<file path="src/rtl/alu_pkg.sv">
// Shared definitions for the ALU issue stage: control codes, opcodes,
// the operand/control bundle held in each buffer entry, and FSM states.
package alu_pkg;

  localparam int XLEN = 32;

  // ALU control codes
  localparam logic [3:0] ALU_AND = 4'b0000;
  localparam logic [3:0] ALU_OR  = 4'b0001;
  localparam logic [3:0] ALU_ADD = 4'b0010;
  localparam logic [3:0] ALU_SUB = 4'b0110;

  // RV32 major opcodes handled by this stage
  localparam logic [6:0] OP_R      = 7'b0110011;
  localparam logic [6:0] OP_I      = 7'b0010011;
  localparam logic [6:0] OP_LOAD   = 7'b0000011;
  localparam logic [6:0] OP_STORE  = 7'b0100011;
  localparam logic [6:0] OP_BRANCH = 7'b1100011;

  // One buffer entry: 32 + 32 + 4 + 1 = 69 bits
  typedef struct packed {
    logic [XLEN-1:0] in1;
    logic [XLEN-1:0] in2;
    logic [3:0]      ctrl;
    logic            illegal;
  } alu_bundle_t;

  // Value held by both entries out of reset
  localparam alu_bundle_t BUNDLE_RESET = '{in1: '0, in2: '0, ctrl: 4'b0000, illegal: 1'b0};

  // Unsupported encodings still travel through the buffer, with zeroed operands
  localparam alu_bundle_t BUNDLE_ILLEGAL = '{in1: '0, in2: '0, ctrl: ALU_ADD, illegal: 1'b1};

  typedef enum logic [1:0] {
    ST_EMPTY = 2'd0,
    ST_FULL  = 2'd1,
    ST_SKID  = 2'd2
  } issue_state_t;

  // Build a legal entry from a control code and ordered operands
  function automatic alu_bundle_t make_bundle(input logic [3:0] ctrl,
                                              input logic [XLEN-1:0] in1,
                                              input logic [XLEN-1:0] in2);
    alu_bundle_t b;
    b.in1     = in1;
    b.in2     = in2;
    b.ctrl    = ctrl;
    b.illegal = 1'b0;
    return b;
  endfunction

endpackage

</file>
<file path="src/rtl/alu_ctrl_dec.sv">
// Combinational decode of instruction fields into ALU control plus ordered
// operands. Subtract forms swap the operands because the ALU computes
// in2 + ~in1 + 1, so in1=rs2, in2=rs1 gives rs1 - rs2.
module alu_ctrl_dec
  import alu_pkg::*;
(
  input  logic [6:0]      opcode,
  input  logic [2:0]      funct3,
  input  logic            funct7_5,
  input  logic [XLEN-1:0] rs1_data,
  input  logic [XLEN-1:0] rs2_data,
  input  logic [XLEN-1:0] imm,
  output alu_bundle_t     bundle
);

  // Opcode/funct table lookup; anything not matched is flagged illegal
  always_comb begin
    bundle = BUNDLE_ILLEGAL;
    case (opcode)
      OP_R: begin
        case (funct3)
          3'b000: bundle = funct7_5 ? make_bundle(ALU_SUB, rs2_data, rs1_data)
                                    : make_bundle(ALU_ADD, rs1_data, rs2_data);
          3'b111: bundle = make_bundle(ALU_AND, rs1_data, rs2_data);
          3'b110: bundle = make_bundle(ALU_OR,  rs1_data, rs2_data);
          default: bundle = BUNDLE_ILLEGAL;
        endcase
      end
      OP_I: begin
        case (funct3)
          3'b000: bundle = make_bundle(ALU_ADD, rs1_data, imm);
          3'b111: bundle = make_bundle(ALU_AND, rs1_data, imm);
          3'b110: bundle = make_bundle(ALU_OR,  rs1_data, imm);
          default: bundle = BUNDLE_ILLEGAL;
        endcase
      end
      OP_LOAD, OP_STORE: begin
        if (funct3 == 3'b010) bundle = make_bundle(ALU_ADD, rs1_data, imm);
      end
      OP_BRANCH: begin
        if (funct3 == 3'b000 || funct3 == 3'b001)
          bundle = make_bundle(ALU_SUB, rs2_data, rs1_data);
      end
      default: bundle = BUNDLE_ILLEGAL;
    endcase
  end

endmodule

</file>
<file path="src/rtl/alu_issue.sv">
// Execute-stage issue block: decodes into an ALU bundle and registers it
// through a two-entry (main + skid) buffer. Ready is a flop that only
// depends on buffer occupancy, so downstream ready never reaches decode
// combinationally.
module alu_issue
  import alu_pkg::*;
(
  input  logic            i_clk,
  input  logic            i_rst_n,
  input  logic            i_valid,
  output logic            o_ready,
  input  logic [6:0]      i_opcode,
  input  logic [2:0]      i_funct3,
  input  logic            i_funct7_5,
  input  logic [XLEN-1:0] i_rs1_data,
  input  logic [XLEN-1:0] i_rs2_data,
  input  logic [XLEN-1:0] i_imm,
  input  logic            i_flush,
  output logic            o_valid,
  input  logic            i_ready,
  output logic [XLEN-1:0] o_alu_in1,
  output logic [XLEN-1:0] o_alu_in2,
  output logic [3:0]      o_alu_ctrl,
  output logic            o_illegal
);

  issue_state_t state_reg;
  alu_bundle_t  main_reg;
  alu_bundle_t  skid_reg;
  alu_bundle_t  dec_bundle;
  logic         valid_reg;
  logic         ready_reg;
  logic         accept;
  logic         consume;

  alu_ctrl_dec u_dec (
    .opcode   (i_opcode),
    .funct3   (i_funct3),
    .funct7_5 (i_funct7_5),
    .rs1_data (i_rs1_data),
    .rs2_data (i_rs2_data),
    .imm      (i_imm),
    .bundle   (dec_bundle)
  );

  // Handshakes are qualified only by registered flags
  assign accept  = i_valid && ready_reg;
  assign consume = valid_reg && i_ready;

  // Buffer state machine; valid/ready are registered alongside the state
  always_ff @(posedge i_clk or negedge i_rst_n) begin
    if (!i_rst_n) begin
      state_reg <= ST_EMPTY;
      main_reg  <= BUNDLE_RESET;
      skid_reg  <= BUNDLE_RESET;
      valid_reg <= 1'b0;
      ready_reg <= 1'b1;
    end else if (i_flush) begin
      // Flush drops held entries and any input handshaking this cycle
      state_reg <= ST_EMPTY;
      valid_reg <= 1'b0;
      ready_reg <= 1'b1;
    end else begin
      case (state_reg)
        ST_EMPTY: begin
          if (accept) begin
            main_reg  <= dec_bundle;
            state_reg <= ST_FULL;
            valid_reg <= 1'b1;
          end
        end
        ST_FULL: begin
          if (accept && !consume) begin
            skid_reg  <= dec_bundle;
            state_reg <= ST_SKID;
            ready_reg <= 1'b0;
          end else if (accept && consume) begin
            main_reg  <= dec_bundle;
          end else if (consume) begin
            state_reg <= ST_EMPTY;
            valid_reg <= 1'b0;
          end
        end
        ST_SKID: begin
          // o_ready is low here, so only a consume can happen
          if (consume) begin
            main_reg  <= skid_reg;
            state_reg <= ST_FULL;
            ready_reg <= 1'b1;
          end
        end
        default: begin
          state_reg <= ST_EMPTY;
          valid_reg <= 1'b0;
          ready_reg <= 1'b1;
        end
      endcase
    end
  end

  assign o_ready    = ready_reg;
  assign o_valid    = valid_reg;
  assign o_alu_in1  = main_reg.in1;
  assign o_alu_in2  = main_reg.in2;
  assign o_alu_ctrl = main_reg.ctrl;
  assign o_illegal  = main_reg.illegal;

endmodule

</file>
<file path="config.mk">
export PLATFORM = sky130hd
export DESIGN_NAME = alu_issue
export DESIGN_NICKNAME = d
export VERILOG_FILES = /design/src/rtl/alu_pkg.sv /design/src/rtl/alu_ctrl_dec.sv /design/src/rtl/alu_issue.sv
export SDC_FILE = /design/constraint.sdc
export NUM_CORES = 1
export LEC_CHECK = 0
export CAP_MARGIN = 20
export CORE_MARGIN = 3
export CORE_UTILIZATION = 45
export CTS_CLUSTER_SIZE = 12
export DETAILED_ROUTE_END_ITERATION = 10
export PLACE_DENSITY = 0.75
export SLEW_MARGIN = 20
export SYNTH_ARGS = -nofsm -noshare
export SYNTH_HDL_FRONTEND = slang
export SYNTH_HIERARCHICAL = 1
export SYNTH_SLANG_ARGS = --single-unit
</file>
<file path="constraint.sdc">
create_clock -name i_clk -period 2.7 [get_ports i_clk]
set_input_delay 0.54 -clock i_clk [delete_from_list [all_inputs] [get_ports i_clk]]
set_output_delay 0.54 -clock i_clk [all_outputs]
set_load 0.02 [all_outputs]
</file>
; Word-level counts from Yosys, hierarchy flattened
; Cells that the tools add are included.
[word_totals]
inputBits = 112
output_inout_bits = 71
reg_bits = 142
[classes]
reduce_logical = 15
bitwise = 1
muxes = 28
n_eq_ne = 25
[op_table]
columns = op, count
row1 = $pmux W69 S3, 3
row2 = $mux W69, 7
row3 = $pmux W69 S4, 1
row4 = $ne A3 B3 Y1 const B, 6
row5 = $eq A7 B6 Y1 const B, 2
row6 = $mux W2, 6
row7 = $ne A2 B2 Y1 const B, 6
row8 = $mux W1, 8
row9 = $ne A4 B4 Y1 const B, 2
row10 = $eq A7 B2 Y1 const B, 1
row11 = $eq A7 B5 Y1 const B, 1
row12 = $eq A7 B7 Y1 const B, 1
row13 = $eq A3 B3 Y1 const B, 2
row14 = $pmux W1 S3, 2
row15 = $pmux W2 S3, 1
row16 = $reduce_and A3 Y1, 2
row17 = $reduce_and A6 Y1, 1
row18 = $reduce_and A5 Y1, 1
row19 = $logic_and A1 B1 Y1, 4
row20 = $reduce_and A4 Y1, 1
row21 = $eq A3 B1 Y1 const B, 1
row22 = $eq A3 B2 Y1 const B, 1
row23 = $logic_not A3 Y1, 1
row24 = $reduce_bool A3 Y1, 1
row25 = other kinds (7), 7

; Longest topological paths before layout
[logic_depth]
ltp_word = 7
ltp_mapped = 8

; Cells and area by module
; Netlist, hierarchy kept.
[modules_own_cells]
columns = mod, cells_each, n_inst, area_each_um2
row1 = alu_issue, 472, 1, 5982.0
row2 = alu_ctrl_dec, 141, 1, 1111.1

; Worst setup path before layout
; Ideal clock, no wire load.
[synth_path]
path_type = input to register
from = input port i_opcode[3]
to = register main_reg (netlist bit o_alu_in1[21])
cell_stages = 7
setup_slack_ns = 0.316
arrival_time_ns = 2.306
required_ns = 2.623
path_cell_list = or4bb_1 nor2_1 a21boi_1 clkbuf_1 a22o_1 mux2i_1 a21oi_1
[synth_rtl]
columns = item, line
row1 = from (decl), alu_issue.sv:12  ; input logic [6:0] i_opcode,
row2 = to (signal assigned), alu_issue.sv:67  ; main_reg <= dec_bundle;
row3 = to (signal assigned), alu_issue.sv:78  ; main_reg <= dec_bundle;
row4 = to (signal assigned), alu_issue.sv:87  ; main_reg <= skid_reg;
row5 = to (decl), alu_issue.sv:28  ; alu_bundle_t main_reg;

==> metrics.md <==
| Metric | Value |
|---|---|
| Status | finished clean |
| Die area | around 17000 um^2 |
| DR iter-0 viols | 511 |
| CTS tree | yes |
| Number of synthesized register bits | 142 |
| Final hold vios | 0 |
| Syn avg cell area | approximately 12 um^2 |
| Die Width | ~130 um |
| CTS buffer count | 17 |
| CP top delay family | simple AND/OR/NAND/NOR gates |
| Final Util | ~65% |
| Cell repeated most along the worst path | buf_12 |
| Power density over the cells | 827 nW/um^2 |
| I/O pin count | approximately 180 |
| H-tree levels | 4 |
| Tcrit/Tclk final | a little under 100% |
| Crit Path Category | input port to flop |
| Critical path arrival | between 2 and 3 ns |
| Peak VDD IR | 0.000507 V |
| Post-route ant nets | 0 |
| Vias per cell | between 5 and 6 |
| Final worst slack | between 0.08 and 0.09 ns |
| Maximum buffer depth of the clock tree | 2 |
| Metal2 WL | 10.6 mm |
| Post-DP HPWL | about 15 mm |
| Min-delay worst type | input port to asynchronous set/reset pin |
| DR WL met3 | between 1.5 and 2 mm |
| Max stage delay on crit path | around 0.55 ns |
| Clock Latency Late Sink | around 0.43 ns |
| Worst-path maximum fanout | 28 |
| Final WL | between 20 and 25 mm |
| DR WL/cell | roughly 21 um |
| Total gr overflow | 0 |
| Most frequent cell after synthesis | dfrtp_1 |
| Pre-CTS setup slack | -0.330 ns |
| Synth warn | 6 |
| Top Metal Used | met4 |
| Slew margin rel. | between 50% and 60% |
| GRT Util Overall | between 20% and 30% |
| Maxcap violations | 0 |
| TritonCTS Sinks | ~140 |
| Remaining DRCs | 0 |
| Drt pass-1 iters | 5 |
| Highest Clock Rate | around 380 MHz |
| RSZ-0062 raised after global routing | false |
| Most used DFF post-synth | dfrtp_1 |
| Worst-path clk slew | roughly 0.060 ns |
| Worst endpoint required time | just over 3 ns |
| Rows | 45 |
| Largest net degree at the start of global routing | 74 |
| Leakage | 4.21 nW |
| I/O Buffers | roughly 180 |
| Number of diodes | 0 |
| Worst setup SP type | input port |
| Number of synthesized flops with an enable pin | 0 |
| Max reg flops | 69 |
| Layout fillers | ~1200 |
| Fin crit period | between 2 and 3 ns |
| Cell types with the highest counts after synthesis | 141 x dfrtp_1, 76 x nor2_1, 74 x a21oi_1 |
| First-pass GRT wire length | approximately 34 mm |
| Mapped cell area | around 7100 um^2 |
| Gpl congestion | between 0.8 and 0.9 |
| Area grow syn2layout | 40.7% |
| Ys async rst share | between 90% and 100% |
| Post-Route M1 WL | 8.68 mm |
| Flop-to-flop setup slack | roughly 0.74 ns |
| Fraction of layout instances using a drive strength above 1 | between 10% and 20% |
| Clock Skew | ~0.011 ns |
| Synthesized net count | 725 |
| Setup crit end kind | flop |
| Nets | 910 |
| Worst Path Buf+Inv | 3 |
| Initial antenna violation count | 0 |
| Synth top area cells | dfrtp_1 50%, mux2i_1 9.7%, mux2_2 9.4% |
| Worst-Margin Slew | about 0.70 ns |
| Cells after Synth | 613 |
| Sequential share of the synthesized area | 50.1% |
| Slew Limit Fails | 0 |
| Vias in the first global route | between 6000 and 7000 |
| Synth cell types | 44 |
| CTS root buf | clkbuf_16 |
| Starting Density | 46.3% |
| Setup Viol. Count Final | 0 |
| Synth top area share | between 40% and 50% |
| Routed vias | roughly 5800 |
| Die H | around 130 um |
| Crit-path cells | clkdlybuf4s50_1, or4b_4, or3_1, a21oi_4, buf_12, buf_12, a221o_1, mux2i_1, a21oi_1 |
| Area leader, netlist | dfrtp_1 |
| Area of the core | roughly 15000 um^2 |
| Critical path's slowest cell | or4b_4 |
-- repair_timing --
item                       CTS  global route
setup endpoints to repair    0             3
resized for setup            0             3
setup buffers                0             1
hold buffers                 0             0
hold endpoints to repair     0             0
-- worst reg2reg max path: stages, from the launching register on --
cell and delay, ns:
dfrtp_1 0.48, a21boi_2 0.37, nand4_4 0.29, buf_12 0.27, buf_12 0.17, mux2_2 0.28
-- per-layer routing --
| metal | track usage, % | vias up |
|---|---|---|
| met5 | 0 | - |
| met4 | 8.34 | 0 |
| met1 | 30.7 | 2898 |
| li1 | - | 2626 |
| met3 | 7.08 | 32 |
| met2 | 41.3 | 259 |
-- where the power goes --
part           leakage (nW)  total [W]  switching, W  internal, W
Combinational          2.12    0.00292       0.00151      0.00141
Sequential             1.82    0.00308      0.000404      0.00268
Clock                 0.275    0.00225      0.000939      0.00131
Total                  4.21    0.00826       0.00286      0.00540
-- per-stage QoR --
stage	TNS (ns)	std cells	power, W	hold WS [ns]	instance area, um^2
3_5_place_dp	-27.08	987	0.00606	0.494	9330
4_1_cts	0	1019	0.00833	0.164	9900
6_report	0	1022	0.00826	0.142	9980
3_3_place_gp	-19.35	987	0.00599	0.486	9330
2_1_floorplan	0	613	0.00437	0.244	7090
5_1_grt	0	1022	0.00864	0.192	9980
-- path summary, 6_finish.rpt --
check | start | to | cells past startpoint
max | i_funct3[1] | o_alu_in2[4] | 9
min | i_rst_n | o_valid | 1
max reg2reg | state_reg[0] | skid_reg[45] | 5
min reg2reg | skid_reg[19] | skid_reg[19] | 1
max in group asynchronous | i_rst_n | skid_reg[34] | 2
min in group i_clk | skid_reg[19] | skid_reg[19] | 1
-- layout make-up --
class                      instances  area [um^2]  share of cell area, %
sequential                       142         3550                   35.6
multi-input combinational        422         3310                   33.2
timing repair buffer             213         2270                   22.8
clock buffer                      19          453                   4.54
tap                              211          264                   2.65
clock inverter                    13          116                   1.17
inverter                           2         7.51                 0.0752
-- layout by cell type (no fill, tap or decap), types with 2 or more instances in the layout --
master	count
a221o_1	32
clkinv_2	4
nand2b_1	2
buf_12	14
clkbuf_8	2
clkbuf_16	19
dlymetal6s2s_1	2
dfrtp_1	141
inv_1	2
nand4b_1	2
and3_1	3
a21oi_1	73
mux2_2	59
mux2i_1	69
mux2_4	10
clkinv_4	4
nor2_1	76
nand2_1	6
buf_6	2
clkdlybuf4s50_1	179
clkinvlp_4	3
buf_4	14
a22o_1	31
o21bai_1	2
and2_1	31
-- kinds of logic (layout without fill, tap and decap cells) --
family | count (synthesis) | count (layout) | share of synthesized area (%)
AOI/OAI and AO/OA | 150 | 150 | 15.3
DFF | 142 | 142 | 50.1
muxes | 138 | 138 | 21.2
and+or+nand+nor | 132 | 132 | 9.23
buffers and inverters | 49 | 247 | 3.97
other | 1 | 1 | 0.0529
xor gates and xnor gates | 1 | 1 | 0.124
Note: power is estimated with default switching activity, not from simulation.
